$ cat config.mk
export PLATFORM = sky130hd
export DESIGN_NAME = sub_serial_flat
export DESIGN_NICKNAME = d
export VERILOG_FILES = /design/src/rtl/sub_serial_if.sv /design/src/rtl/sub_serial.sv /design/src/flat_wrapper.sv
export SDC_FILE = /design/constraint.sdc
export NUM_CORES = 1
export LEC_CHECK = 0
export ABC_AREA = 1
export BUFFER_PORTS_ARGS = -buffer_cell sky130_fd_sc_hd__buf_2
export CORE_MARGIN = 8
export CORE_UTILIZATION = 51
export CTS_BUF_LIST = sky130_fd_sc_hd__clkbuf_4 sky130_fd_sc_hd__clkbuf_8
export DETAILED_ROUTE_END_ITERATION = 10
export HOLD_SLACK_MARGIN = 0.12
export PLACE_DENSITY = 0.76
export SETUP_SLACK_MARGIN = 0.05
export SLEW_MARGIN = 20
export SYNTH_ARGS = -nofsm -noshare
export SYNTH_HDL_FRONTEND = slang
export SYNTH_SLANG_ARGS = --single-unit
$ cat constraint.sdc
create_clock -name clk -period 1.02 [get_ports clk]
set_input_delay 0.204 -clock clk [delete_from_list [all_inputs] [get_ports clk]]
set_output_delay 0.204 -clock clk [all_outputs]
set_load 0.01 [all_outputs]
$ cat src/rtl/sub_serial_if.sv
// Handshake/result bundle for the bit-serial subtractor.
// With SUB_SERIAL_OVF_EN defined, the bundle also carries the signed-overflow flag ovf.
interface sub_serial_if #(
    parameter int W = 8
);
    logic         en;
    logic [W-1:0] a;
    logic [W-1:0] b;
    logic [W-1:0] diff;
    logic         borrow;
    logic         busy;
    logic         done;
`ifdef SUB_SERIAL_OVF_EN
    logic         ovf;

    modport master (output en, a, b, input diff, borrow, busy, done, ovf);
    modport slave  (input en, a, b, output diff, borrow, busy, done, ovf);
`else
    modport master (output en, a, b, input diff, borrow, busy, done);
    modport slave  (input en, a, b, output diff, borrow, busy, done);
`endif
endinterface

$ cat src/rtl/sub_serial.sv
// Bit-serial subtractor: captures a and b, then produces a - b LSB-first through a borrow flop.
// Optional macro SUB_SERIAL_OVF_EN adds a registered two's-complement overflow output.
module sub_serial #(
    parameter int W  = 8,
    parameter int CW = 3
) (
    input  logic        clk,
    input  logic        rst,
    sub_serial_if.slave bus
);
    localparam logic [1:0] IDLE = 2'd0;
    localparam logic [1:0] SUB  = 2'd1;
    localparam logic [1:0] DONE = 2'd2;

    logic [1:0]    state_q, state_d;
    logic [W-1:0]  a_q, a_d;
    logic [W-1:0]  b_q, b_d;
    logic [W-1:0]  diff_q, diff_d;
    logic [CW-1:0] count_q, count_d;
    logic          brw_q, brw_d;
    logic          borrow_q, borrow_d;
    logic          busy_q, busy_d;
    logic          done_q, done_d;
    logic          d_bit;
    logic          brw_nxt;
`ifdef SUB_SERIAL_OVF_EN
    logic          sa_q, sa_d;
    logic          sb_q, sb_d;
    logic          ovf_q, ovf_d;
`endif

    // One full-subtractor slice on the current LSBs.
    assign d_bit   = a_q[0] ^ b_q[0] ^ brw_q;
    assign brw_nxt = (~a_q[0] & b_q[0]) | (~a_q[0] & brw_q) | (b_q[0] & brw_q);

    // Next-state and datapath update.
    always_comb begin
        state_d  = state_q;
        a_d      = a_q;
        b_d      = b_q;
        diff_d   = diff_q;
        count_d  = count_q;
        brw_d    = brw_q;
        borrow_d = borrow_q;
`ifdef SUB_SERIAL_OVF_EN
        sa_d     = sa_q;
        sb_d     = sb_q;
        ovf_d    = ovf_q;
`endif
        case (state_q)
            IDLE: begin
                if (bus.en) begin
                    a_d     = bus.a;
                    b_d     = bus.b;
                    diff_d  = {W{1'b0}};
                    count_d = {CW{1'b0}};
                    brw_d   = 1'b0;
`ifdef SUB_SERIAL_OVF_EN
                    sa_d    = bus.a[W-1];
                    sb_d    = bus.b[W-1];
`endif
                    state_d = SUB;
                end else begin
                    state_d = IDLE;
                end
            end
            SUB: begin
                diff_d  = {d_bit, diff_q[W-1:1]};
                a_d     = a_q >> 1;
                b_d     = b_q >> 1;
                brw_d   = brw_nxt;
                count_d = count_q + CW'(1);
                if (count_q == CW'(W - 1)) begin
                    state_d  = DONE;
                    borrow_d = brw_nxt;
`ifdef SUB_SERIAL_OVF_EN
                    // Overflow only when signs differ and the result sign departs from a's.
                    ovf_d    = (sa_q != sb_q) && (d_bit != sa_q);
`endif
                end else begin
                    state_d = SUB;
                end
            end
            DONE: begin
                if (bus.en) begin
                    state_d = DONE;
                end else begin
                    state_d = IDLE;
                end
            end
            default: begin
                state_d = IDLE;
            end
        endcase
        busy_d = (state_d == SUB);
        done_d = (state_d == DONE);
    end

    // State and datapath registers with asynchronous reset.
    always_ff @(posedge clk or posedge rst) begin
        if (rst) begin
            state_q  <= IDLE;
            a_q      <= {W{1'b0}};
            b_q      <= {W{1'b0}};
            diff_q   <= {W{1'b0}};
            count_q  <= {CW{1'b0}};
            brw_q    <= 1'b0;
            borrow_q <= 1'b0;
            busy_q   <= 1'b0;
            done_q   <= 1'b0;
`ifdef SUB_SERIAL_OVF_EN
            sa_q     <= 1'b0;
            sb_q     <= 1'b0;
            ovf_q    <= 1'b0;
`endif
        end else begin
            state_q  <= state_d;
            a_q      <= a_d;
            b_q      <= b_d;
            diff_q   <= diff_d;
            count_q  <= count_d;
            brw_q    <= brw_d;
            borrow_q <= borrow_d;
            busy_q   <= busy_d;
            done_q   <= done_d;
`ifdef SUB_SERIAL_OVF_EN
            sa_q     <= sa_d;
            sb_q     <= sb_d;
            ovf_q    <= ovf_d;
`endif
        end
    end

    assign bus.diff   = diff_q;
    assign bus.borrow = borrow_q;
    assign bus.busy   = busy_q;
    assign bus.done   = done_q;
`ifdef SUB_SERIAL_OVF_EN
    assign bus.ovf    = ovf_q;
`endif

endmodule

$ cat src/flat_wrapper.sv
// flat-port wrapper written by rule: the top's interface ports become plain ports
module sub_serial_flat 
#(
    parameter int W  = 8,
    parameter int CW = 3
)
  (clk, rst, bus_en, bus_a, bus_b, bus_diff, bus_borrow, bus_busy, bus_done);
  sub_serial_if #(.W(W)) bus_i ();
  input  logic clk;
  input  logic rst;
  input wire logic [$bits(bus_i.en)-1:0] bus_en;
  input wire logic [$bits(bus_i.a)-1:0] bus_a;
  input wire logic [$bits(bus_i.b)-1:0] bus_b;
  output wire logic [$bits(bus_i.diff)-1:0] bus_diff;
  output wire logic [$bits(bus_i.borrow)-1:0] bus_borrow;
  output wire logic [$bits(bus_i.busy)-1:0] bus_busy;
  output wire logic [$bits(bus_i.done)-1:0] bus_done;
  assign bus_i.en = bus_en;
  assign bus_i.a = bus_a;
  assign bus_i.b = bus_b;
  assign bus_diff = bus_i.diff;
  assign bus_borrow = bus_i.borrow;
  assign bus_busy = bus_i.busy;
  assign bus_done = bus_i.done;
  sub_serial #(.W(W), .CW(CW)) u_core (.clk(clk), .rst(rst), .bus(bus_i));
endmodule
Yosys cells after proc, flatten, opt, wreduce, memory -nomap -nowiden
Cells that the tools add are included.
Word-level totals
  register bits: 33
Cells by class
  muxes and demuxes: 14
  reductions and logical operators: 4
  bitwise operators: 8
  equality and inequality tests: 6
  $add $sub $neg: 1
Operator list (count)
  case mux 8 bit (2 select lines): 3
  2-to-1 mux 8 bit: 3
  case mux 2 bit (3 select lines): 1
  case mux 3 bit (2 select lines): 1
  equality test 2 x 1 -> 1 bit, second input constant: 2
  equality test 2 bit, second input constant: 2
  2-to-1 mux 2 bit: 2
  AND reduction 2 bit: 2
  adder 3 x 1 -> 3 bit, second input constant: 1
  bitwise AND 1 bit: 3
  equality test 3 bit, second input constant: 1
  2-to-1 mux 3 bit: 1
  zero test 2 bit: 1
  2-to-1 mux 1 bit: 2
  inequality test 2 bit, second input constant: 1
  OR 1 bit: 2
  case mux 1 bit (2 select lines): 1
  nonzero test 2 bit: 1
  XOR 1 bit: 2
  inverter 1 bit: 1

Logic depth before layout (Yosys ltp)
Gate-level depths: netlist of the first run.
  depth after elaboration: 5
  depth in mapped cells: 6
  depth with buffers taken out: 5

Least setup slack after synthesis of the first run
OpenSTA, ideal clock, no wires.
  path type: reg2reg
  start: register u_core.b_q[0]
  end: register u_core.diff_q[7] (netlist: u_core.bus.diff[7])
  setup time: 121 ps
  period minus slack after synthesis: 1057 ps
  stages on the path, launching flop included: 5
  data arrival time: 936 ps
  required time: 899 ps
  slack: -37 ps
  cell sequence: dfrtp_1 > inv_1 > fa_1 > nand2_1 > o21ai_1
On the way
  word-level cells in the longest chain between the ends: 3
Ends and longest elaborated chain
  start, declared: RTL line sub_serial.sv:17  | logic [W-1:0] b_q, b_d;
  start signal, assigned: RTL line sub_serial.sv:104  | b_q <= {W{1'b0}};
  XOR 1 bit (2 in series): RTL line sub_serial.sv:33  | assign d_bit = a_q[0] ^ b_q[0] ^ brw_q;
  case mux 8 bit (2 select lines): RTL line sub_serial.sv:50  | case (state_q)
  end signal, assigned: RTL line sub_serial.sv:105  | diff_q <= {W{1'b0}};
  end signal, assigned: RTL line sub_serial.sv:120  | diff_q <= diff_d;
  end, declared: RTL line sub_serial.sv:18  | logic [W-1:0] diff_q, diff_d;
No other way between the ends.
A chain may end at the register's enable or synchronous reset.

Worst setup path after layout of the first run
Ends and elaborated chain as after synthesis.

==> flow_summary_export.csv, run 1 <==
group,metric,value,unit
yosys,synthAdderAreaFrac,2.89,%
critical_path,crit_type,"reg2reg",
timing,setup-violations-final,42,
layout,drive_above_1_share,53.7,%
global_route,grt_max_degree,34,
critical_path,arrival,1.39,ns
global_route,gr-total-overflow,0,
run_status,status,"finished with violations",
critical_path,endpoint_kind,"flop",
clock_network,cts_buffer_depth,2,
yosys,ys_ff_latch,33,
drt,drt_iter0_markers,66,
yosys,postSynthCellCount,193,
drt,wl_per_cell,15.3,um
timing,hold_ws,0.167,ns
yosys,synth_cell_types,15,
placement,dp_hpwl,2620,um
min_path,min_path_type,"in2reg",
clock_network,cts_buffers,5,
yosys,synth_compound_area_share,6.18,%
drt,wl,4470,um
timing,drv_slew,0,
clock_network,clk_latency,0.34,ns
placement,dpl-instance-area,1970,um^2
yosys,syn-cell-area,1560,um^2
pwr,ir_worst_vdd,0.00161,V
floorplan,coreArea,2980,um^2
pwr,power,7620,uW
floorplan,row_count,20,
timing,slew_headroom,85.4,%
yosys,avgSynthCellArea,8.08,um^2
floorplan,io_pins,30,
clock_network,path_clk_slew,0.11,ns
drt,vias_per_cell,5.16,
yosys,synth-seq-area-share,53.0,%
critical_path,required,1.26,ns
global_route,grt_usage,17.1,%
yosys,synthXorXnorAreaFrac,0,%
layout,fin_area,2440,um^2
clock_network,root_buffer,"clkbuf_4",
yosys,synth-simple-area-share,25.5,%
layout,final_nets,280,
floorplan,die_h,71.3,um
global_route,antenna_found_initial,0,
timing,post-route-period-util,113,%
drt,drc,0,
flow_run,maxCapViolCount,0,
drt,drtPass1Iterations,3,
global_route,grt_pass1_wl,6810,um
timing,tightest_slew,0.219,ns
clock_network,cts_tree,"done",
clock_network,cts_sinks,33,
floorplan,initial_core_util,52.4,%
pwr,p_leak,0.00135,uW
critical_path,worstPathMaxFanout,2,
run_status,violations,"negative setup slack",
drt,final_antenna_net_count,0,
timing,min_period,1.15,ns
yosys,yosysWarnings,0,
clock_network,htree_levels,2,
drt,dr_total_vias,1507,
layout,area_growth,56.3,%
layout,diodes,0,
floorplan,chipWidth,71.3,um
placement,io_buffer_count,29,
timing,rsz0062_at_grt,"yes",
yosys,synth_top_family_by_area,"simple AND/OR/NAND/NOR gates",
floorplan,dieArea,5080,um^2
yosys,synth_nets,215,
timing,finClkSkew,0.0135,ns
timing,finalWorstSetupSlack,-0.129,ns
critical_path,crit_path_start_kind,"flop",
pwr,power_density,3130,nW/um^2
timing,hold_viol_final,0,
placement,gp_congestion,0.778,
critical_path,r2r_slack,-0.13,ns
timing,fmax,870,MHz
yosys,synth_mux_area_share,0,%
global_route,grt_pass1_vias,1552,
==> per-stage QoR <==
stage	setup WS (ns)	TNS (ns)	instances	util [%]
floorplan	-0.0249	-0.0249	193	-
global placement	-0.227	-4.07	266	66.2
detailed placement	-0.248	-4.69	266	66.2
CTS	-0.104	-2.20	288	78.5
global route	-0.181	-4.66	292	81.8
finish	-0.129	-2.95	292	81.8
==> registers in the layout, indices dropped and copies added, names as in the netlist <==
name               flops
u_core.bus.diff        8
u_core.a_q             8
u_core.bus.borrow      1
u_core.brw_q           1
u_core.b_q             8
u_core.bus.done        1
u_core.state_q         2
u_core.count_q         3
u_core.bus.busy        1
==> metal layers <==
| metal | vias up | global-route usage [%] | share of wire [%] |
|---|---|---|---|
| met5 | - | 0 | 0 |
| met4 | 0 | 6.70 | 1.5 |
| met3 | 8 | 5.30 | 3.6 |
| met2 | 29 | 29.0 | 54 |
| met1 | 734 | 19.4 | 41 |
| li1 | 736 | - | - |
==> critical path: stages (launching register included) <==
cell     delay, ns
dfrtp_1       0.41
inv_2         0.07
fa_1          0.41
nand2_1       0.10
o21ai_2       0.07
==> synth_stat cells <==
cell type	instances	area (um^2)
o21ai_1	15	75.1
inv_1	33	124
fa_1	1	20.0
nor2_1	3	11.3
a21oi_2	1	8.76
ha_1	2	25.0
nand3_1	28	140
inv_2	2	7.51
dfrtp_1	33	826
nand4_1	2	12.5
nand2_1	59	221
nand2_2	2	12.5
buf_2	5	25.0
buf_4	5	37.5
o22ai_1	2	12.5
==> cell type report <==
class,instances,area [um^2]
Sequential cell,33,827
Tap cell,33,41.3
Clock buffer,7,65.1
Inverter,35,144
Fill cell,179,542
Timing Repair Buffer,67,531
Clock inverter,1,5.00
Multi-Input combinational cell,116,823
==> path summary, 6_finish.rpt <==
kind                            cells after the start                             end                      start
worst max-delay path                                4  u_core.bus.diff[7]$_DFFE_PP0P_  u_core.b_q[0]$_DFFE_PP0P_
worst min-delay path                                3       u_core.a_q[2]$_DFFE_PP0P_                   bus_a[2]
worst max register to register                      4  u_core.bus.diff[7]$_DFFE_PP0P_  u_core.b_q[0]$_DFFE_PP0P_
worst min register to register                      2       u_core.a_q[4]$_DFFE_PP0P_  u_core.a_q[4]$_DFFE_PP0P_
max in group asynchronous                           4       u_core.b_q[0]$_DFFE_PP0P_                        rst
min in group asynchronous                           4       u_core.a_q[2]$_DFFE_PP0P_                        rst
==> cell families after synthesis <==
group                    count (synthesis)
AND/OR/NAND/NOR                         94
buffers and inverters                   45
flip-flops                              33
AO/OA/AOI/OAI                           18
adder cells (fa/ha/maj)                  3
==> power breakdown <==
| part | switching (uW) | internal (uW) |
|---|---|---|
| sequential | 419 | 1910 |
| combinational | 2320 | 2110 |
| clock | 458 | 399 |
==> layout by cell type, fill, tap and decap left out, drive strengths merged, types with 3 or more instances in the layout <==
| cell type | synthesis | routed |
|---|---|---|
| dlygate4sd3 | 0 | 3 |
| o21ai | 15 | 15 |
| nor2 | 3 | 4 |
| dfrtp | 33 | 33 |
| nand2 | 61 | 61 |
| nand3 | 28 | 28 |
| buf | 10 | 64 |
| inv | 35 | 34 |
| clkbuf | 0 | 7 |
==> what timing repair did <==
item / 4_1_cts / 5_1_grt
setup endpoints to repair: 44 / 44
hold endpoints to repair: 35 / 0
buffers inserted: 10 / 4
gates resized for setup: 51 / 21
hold buffers: 3 / 0
pin swaps: 17 / 6
cloned: 1 / 0
No activity file was read; power rests on OpenSTA's default activity.
==> run 2, diff against run 1 <==
--- a/config.mk
+++ b/config.mk
@@ -8,11 +8,11 @@
 export ABC_AREA = 1
 export BUFFER_PORTS_ARGS = -buffer_cell sky130_fd_sc_hd__buf_2
 export CORE_MARGIN = 8
-export CORE_UTILIZATION = 51
+export CORE_UTILIZATION = 56
 export CTS_BUF_LIST = sky130_fd_sc_hd__clkbuf_4 sky130_fd_sc_hd__clkbuf_8
 export DETAILED_ROUTE_END_ITERATION = 10
 export HOLD_SLACK_MARGIN = 0.12
-export PLACE_DENSITY = 0.76
+export PLACE_DENSITY = 0.8
 export SETUP_SLACK_MARGIN = 0.05
 export SLEW_MARGIN = 20
 export SYNTH_ARGS = -nofsm -noshare
==> constraint.sdc (replaced) <==
create_clock -name clk -period 1.3 [get_ports clk]
set_input_delay 0.26 -clock clk [delete_from_list [all_inputs] [get_ports clk]]
set_output_delay 0.26 -clock clk [all_outputs]
set_load 0.01 [all_outputs]
==> flow_summary_export.csv, run 2 (synthesized netlist as in run 1, its figures left out) <==
group,metric,value,unit
run_status,status,"finished clean",
timing,slew_headroom,72.8,%
clock_network,cts_tree,"done",
timing,hold_viol_final,0,
timing,post-route-period-util,88.4,%
layout,diodes,0,
clock_network,cts_sinks,33,
floorplan,chipWidth,68.8,um
layout,drive_above_1_share,23.9,%
critical_path,arrival,1.37,ns
timing,fin_setup_tns,0,ns
layout,area_growth,18.4,%
timing,rsz0062_at_grt,"no",
critical_path,r2r_slack,0.15,ns
flow_run,maxCapViolCount,0,
global_route,grt_usage,16.1,%
floorplan,initial_core_util,57.5,%
timing,tightest_slew,0.408,ns
drt,drt_iter0_markers,82,
timing,setup-violations-final,0,
critical_path,reg2regPathDepth,4,
critical_path,slowest_stage,"fa_1",
critical_path,crit_path_start_kind,"flop",
drt,vias_per_cell,5.02,
timing,drv_slew,0,
min_path,min_path_type,"in2reg",
critical_path,crit_type,"reg2reg",
drt,drc,0,
critical_path,setup.worst_path.start,"u_core.b_q[0]$_DFFE_PP0P_",
placement,dp_hpwl,2410,um
critical_path,crit_chain,"inv_1 -> fa_1 -> nand2_1 -> o21ai_1",
global_route,grt_pass1_vias,1326,
layout,fillers,243,
pwr,power_density,2350,nW/um^2
clock_network,post_cts_buffers,0,
floorplan,row_count,19,
floorplan,coreArea,2710,um^2
critical_path,worstPathMaxFanout,2,
critical_path,reg2reg_from,"u_core.b_q[0]$_DFFE_PP0P_",
critical_path,required,1.52,ns
clock_network,htree_levels,2,
layout,final_nets,255,
placement,gp_congestion,0.782,
timing,min_period,1.15,ns
floorplan,io_pins,30,
critical_path,slowest_delay,0.41,ns
drt,final_antenna_net_count,0,
drt,wl,3300,um
floorplan,die_h,68.8,um
global_route,grt_max_degree,34,
floorplan,dieArea,4730,um^2
drt,wl_per_cell,12.4,um
pwr,ir_worst_vdd,0.00162,V
layout,layout_common_cells,"nand2_1 (59), inv_1 (33), dfrtp_1 (33), buf_2 (29), nand3_1 (28)",
layout,final_common_cell,"nand2_1",
clock_network,cts_buffer_depth,2,
placement,io_buffer_count,29,
critical_path,critPathBufInv,1,
clock_network,clk_latency,0.33,ns
global_route,grt_pass1_wl,5680,um
timing,finClkSkew,0.00618,ns
critical_path,cp_num_cells,4,
clock_network,root_buffer,"clkbuf_4",
drt,drtPass1Iterations,4,
critical_path,crit_family,"adder cells",
critical_path,regToRegEndpoint,"u_core.bus.diff[7]$_DFFE_PP0P_",
global_route,antenna_found_initial,0,
clock_network,path_clk_slew,0.10,ns
critical_path,cp-endpoint,"u_core.bus.diff[7]$_DFFE_PP0P_",
critical_path,endpoint_kind,"flop",
global_route,gr-total-overflow,0,
clock_network,cts_buffers,5,
timing,fmax,870,MHz
pwr,power,4350,uW
drt,dr_total_vias,1330,
pwr,p_leak,0.00106,uW
==> run 2: cell count changes in the layout (fill, tap and decap cells not counted), sizes merged <==
cell         previous run  this run
buf                    64        42
dlygate4sd3             3         1
clkbuf                  7         6
nor2                    4         3
inv                    34        35
==> run 2: cell type report <==
type | instances | area [um^2] | area share, %
clock buffers | 6 | 45.0 | 2.44
clock inverters | 2 | 10.0 | 0.542
inverters | 35 | 131 | 7.12
multi-input cells | 115 | 542 | 29.4
flip-flops and latches | 33 | 826 | 44.7
well taps | 31 | 38.8 | 2.10
repair buffers | 43 | 253 | 13.7
==> run 2: repair_timing <==
action	4_1_cts	5_1_grt
hold buffers	1	0
resized for setup	0	1
hold endpoints to repair	33	0
setup endpoints to repair	0	1
==> run 2: worst min path at each step <==
stage | to | start | cells after the start | slack [ns]
2_1_floorplan | u_core.a_q[0]$_DFFE_PP0P_ | rst | 1 | 0.39
3_3_place_gp | u_core.bus.diff[7]$_DFFE_PP0P_ | rst | 3 | 0.37
3_5_place_dp | u_core.bus.diff[7]$_DFFE_PP0P_ | rst | 3 | 0.36
4_1_cts | u_core.a_q[7]$_DFFE_PP0P_ | bus_a[7] | 3 | 0.14
5_1_grt | u_core.b_q[7]$_DFFE_PP0P_ | bus_b[7] | 3 | 0.14
6_report | u_core.b_q[7]$_DFFE_PP0P_ | bus_b[7] | 3 | 0.15
==> run 2: routing by layer <==
layer,track usage (%),wire (um)
met1,18.7,1460
met2,26.5,1620
met3,6.95,199
met4,4.76,22
met5,0,0
==> run 2: stage by stage <==
| stage | instance area, um^2 | util [%] | instances | setup slack [ns] | hold slack (ns) |
|---|---|---|---|---|---|
| finish | 1850 | 68.1 | 265 | 0.150 | 0.150 |
| global route | 1850 | 68.1 | 265 | 0.0692 | 0.137 |
| CTS | 1840 | 68.0 | 265 | 0.131 | 0.135 |
| detailed placement | 1780 | 65.6 | 256 | 0.145 | 0.365 |
| global placement | 1780 | 65.6 | 256 | 0.181 | 0.365 |
| floorplan | 1560 | - | 193 | 0.243 | 0.387 |
==> run 2: tightest hold or removal path: cells and delay by family <==
kind | cells | cell delay (ns)
AO/OA/AOI/OAI | 1 | 0.06
AND/OR/NAND/NOR | 1 | 0.04
buffers and inverters | 1 | 0.08
==> run 2: report_power, final <==
group / total, uW / leakage (uW) / internal (uW) / switching [uW]
registers: 1770 / 0.000411 / 1500 / 272
logic: 2010 / 0.000612 / 837 / 1170
clock network: 565 / 0.0000354 / 227 / 339
==> run 3, diff against run 2 <==
--- a/config.mk
+++ b/config.mk
@@ -7,12 +7,14 @@
 export LEC_CHECK = 0
 export ABC_AREA = 1
 export BUFFER_PORTS_ARGS = -buffer_cell sky130_fd_sc_hd__buf_2
+export CELL_PAD_IN_SITES_DETAIL_PLACEMENT = 1
+export CELL_PAD_IN_SITES_GLOBAL_PLACEMENT = 1
 export CORE_MARGIN = 8
-export CORE_UTILIZATION = 56
+export CORE_UTILIZATION = 41
 export CTS_BUF_LIST = sky130_fd_sc_hd__clkbuf_4 sky130_fd_sc_hd__clkbuf_8
 export DETAILED_ROUTE_END_ITERATION = 10
 export HOLD_SLACK_MARGIN = 0.12
-export PLACE_DENSITY = 0.8
+export PLACE_DENSITY = 0.79
 export SETUP_SLACK_MARGIN = 0.05
 export SLEW_MARGIN = 20
 export SYNTH_ARGS = -nofsm -noshare
==> flow_summary_export.csv, run 3 (synthesized netlist as in run 1, its figures left out) <==
group,metric,value,unit
run_status,status,"finished clean",
drt,drtPass1Iterations,4,
pwr,switching_share,41.0,%
drt,vias_per_cell,4.78,
timing,post-route-period-util,91.2,%
clock_network,cts_buffer_depth,2,
critical_path,worstPathMaxFanout,18,
floorplan,chipWidth,77.7,um
layout,drive_above_1_share,23.3,%
critical_path,endpoint_kind,"flop",
pwr,seq_power_share,38.3,%
placement,io_buffer_count,29,
critical_path,required,1.51,ns
layout,fin_area,1890,um^2
layout,fillers,481,
layout,final-seq-area,826,um^2
timing,min_period,1.19,ns
timing,setup-violations-final,0,
timing,rsz0062_at_grt,"yes",
floorplan,coreArea,3660,um^2
floorplan,initial_core_util,42.6,%
critical_path,setup.worst_path.start,"u_core.state_q[0]$_DFF_PP0_",
clock_network,path_clk_slew,0.07,ns
global_route,grt_usage,14.6,%
clock_network,cts_buffers,5,
critical_path,arrival,1.40,ns
timing,hold_ws,0.189,ns
timing,drv_slew,0,
layout,multi_input_area,542,um^2
min_path,min_path_type,"in2reg",
drt,wl,4020,um
global_route,gr-total-overflow,0,
placement,dpl-instance-area,1780,um^2
global_route,grt_pass1_wl,7070,um
pwr,p_int,2720,uW
clock_network,cts_sinks,33,
timing,fmax,844,MHz
critical_path,crit_path_start_kind,"flop",
clock_network,root_buffer,"clkbuf_8",
pwr,p_clk_share,16.6,%
pwr,ir_worst_vdd,0.00125,V
timing,tightest_slew,0.423,ns
drt,dr_total_vias,1339,
layout,final_common_cell,"nand2_1",
pwr,power_density,2440,nW/um^2
floorplan,dieArea,6030,um^2
pwr,combPwrFrac,45.0,%
timing,fin_setup_tns,0,ns
floorplan,die_h,77.7,um
layout,final_nets,253,
clock_network,htree_levels,2,
global_route,grt_max_degree,34,
global_route,grt_pass1_vias,1512,
global_route,antenna_found_initial,0,
clock_network,clk_latency,0.29,ns
clock_network,cts_tree,"done",
layout,area_growth,21.5,%
pwr,net-switching-power,1890,uW
placement,gp_congestion,0.743,
min_path,hold_start,"bus_b[7]",
floorplan,row_count,22,
critical_path,reg2reg_from,"u_core.state_q[0]$_DFF_PP0_",
drt,drt_iter0_markers,53,
layout,layout_common_cells,"nand2_1 (59), inv_1 (33), dfrtp_1 (33), buf_2 (29), nand3_1 (28)",
pwr,p_leak,0.00107,uW
layout,post-route-util,51.7,%
drt,drc,0,
placement,dp_hpwl,2970,um
timing,slew_headroom,71.8,%
timing,hold_viol_final,0,
timing,finClkSkew,0.00522,ns
critical_path,crit_type,"reg2reg",
drt,final_antenna_net_count,0,
flow_run,maxCapViolCount,0,
drt,wl_per_cell,14.4,um
layout,diodes,0,
floorplan,io_pins,30,
-- run 3: changes by cell type in the layout (fill, tap and decap cells not counted), sizes merged --
cell / delta
buf: -2
-- run 3: area by class of cell --
| class | count | area share, % |
|---|---|---|
| Sequential cell | 33 | 43.6 |
| Clock buffer | 6 | 4.03 |
| Clock inverter | 2 | 0.528 |
| Timing Repair Buffer | 41 | 13.1 |
| Multi-Input combinational cell | 115 | 28.6 |
| Tap cell | 48 | 3.17 |
| Inverter | 35 | 6.94 |
-- run 3: final timing paths --
kind / to / slack, ns / depth (start not counted)
worst max-delay path: u_core.bus.diff[2]$_DFFE_PP0P_ / 0.11 / 4
worst min-delay path: u_core.b_q[7]$_DFFE_PP0P_ / 0.19 / 3
worst max register to register: u_core.bus.diff[2]$_DFFE_PP0P_ / 0.11 / 4
worst min register to register: u_core.b_q[1]$_DFFE_PP0P_ / 0.48 / 2
max in group asynchronous: u_core.bus.diff[0]$_DFFE_PP0P_ / 0.38 / 4
min in group asynchronous: u_core.b_q[7]$_DFFE_PP0P_ / 0.61 / 4
-- run 3: worst max-delay path, stage by stage (launching register included) --
cell	delay, ns
dfrtp_1	0.45
o21ai_1	0.27
buf_6	0.23
nand2_1	0.07
o21ai_1	0.09
-- run 3: stage by stage --
step	std cells	total power (uW)	setup slack [ns]
finish	280	4620	0.115
global route	280	5050	0.0326
CTS	279	4650	0.0552
detailed placement	270	3860	0.109
global placement	270	3700	0.158
floorplan	193	3160	0.243
-- run 3: power groups by stage --
stage / Combinational, uW / Sequential (uW) / Clock, uW
2_1_floorplan: 1380 / 1780 / 0
3_3_place_gp: 1950 / 1760 / 0
3_5_place_dp: 2060 / 1790 / 0
4_1_cts: 2080 / 1780 / 792
5_1_grt: 2390 / 1820 / 834
6_report: 2080 / 1770 / 769
-- run 3: layer usage --
metal / wire length [um] / vias up / GRT usage, %
met1: 1580 / 642 / 14.7
met4: 82 / 0 / 5.85
met3: 217 / 8 / 5.53
met5: 0 / - / 0
li1: - / 666 / -
met2: 2140 / 23 / 26.2
-- run 3: repair_timing --
| item | in CTS | in global routing |
|---|---|---|
| hold endpoints to repair | 33 | 0 |
| buffers inserted | 0 | 1 |
| gates resized for setup | 0 | 4 |
| hold buffers | 1 | 0 |
| setup endpoints to repair | 0 | 16 |
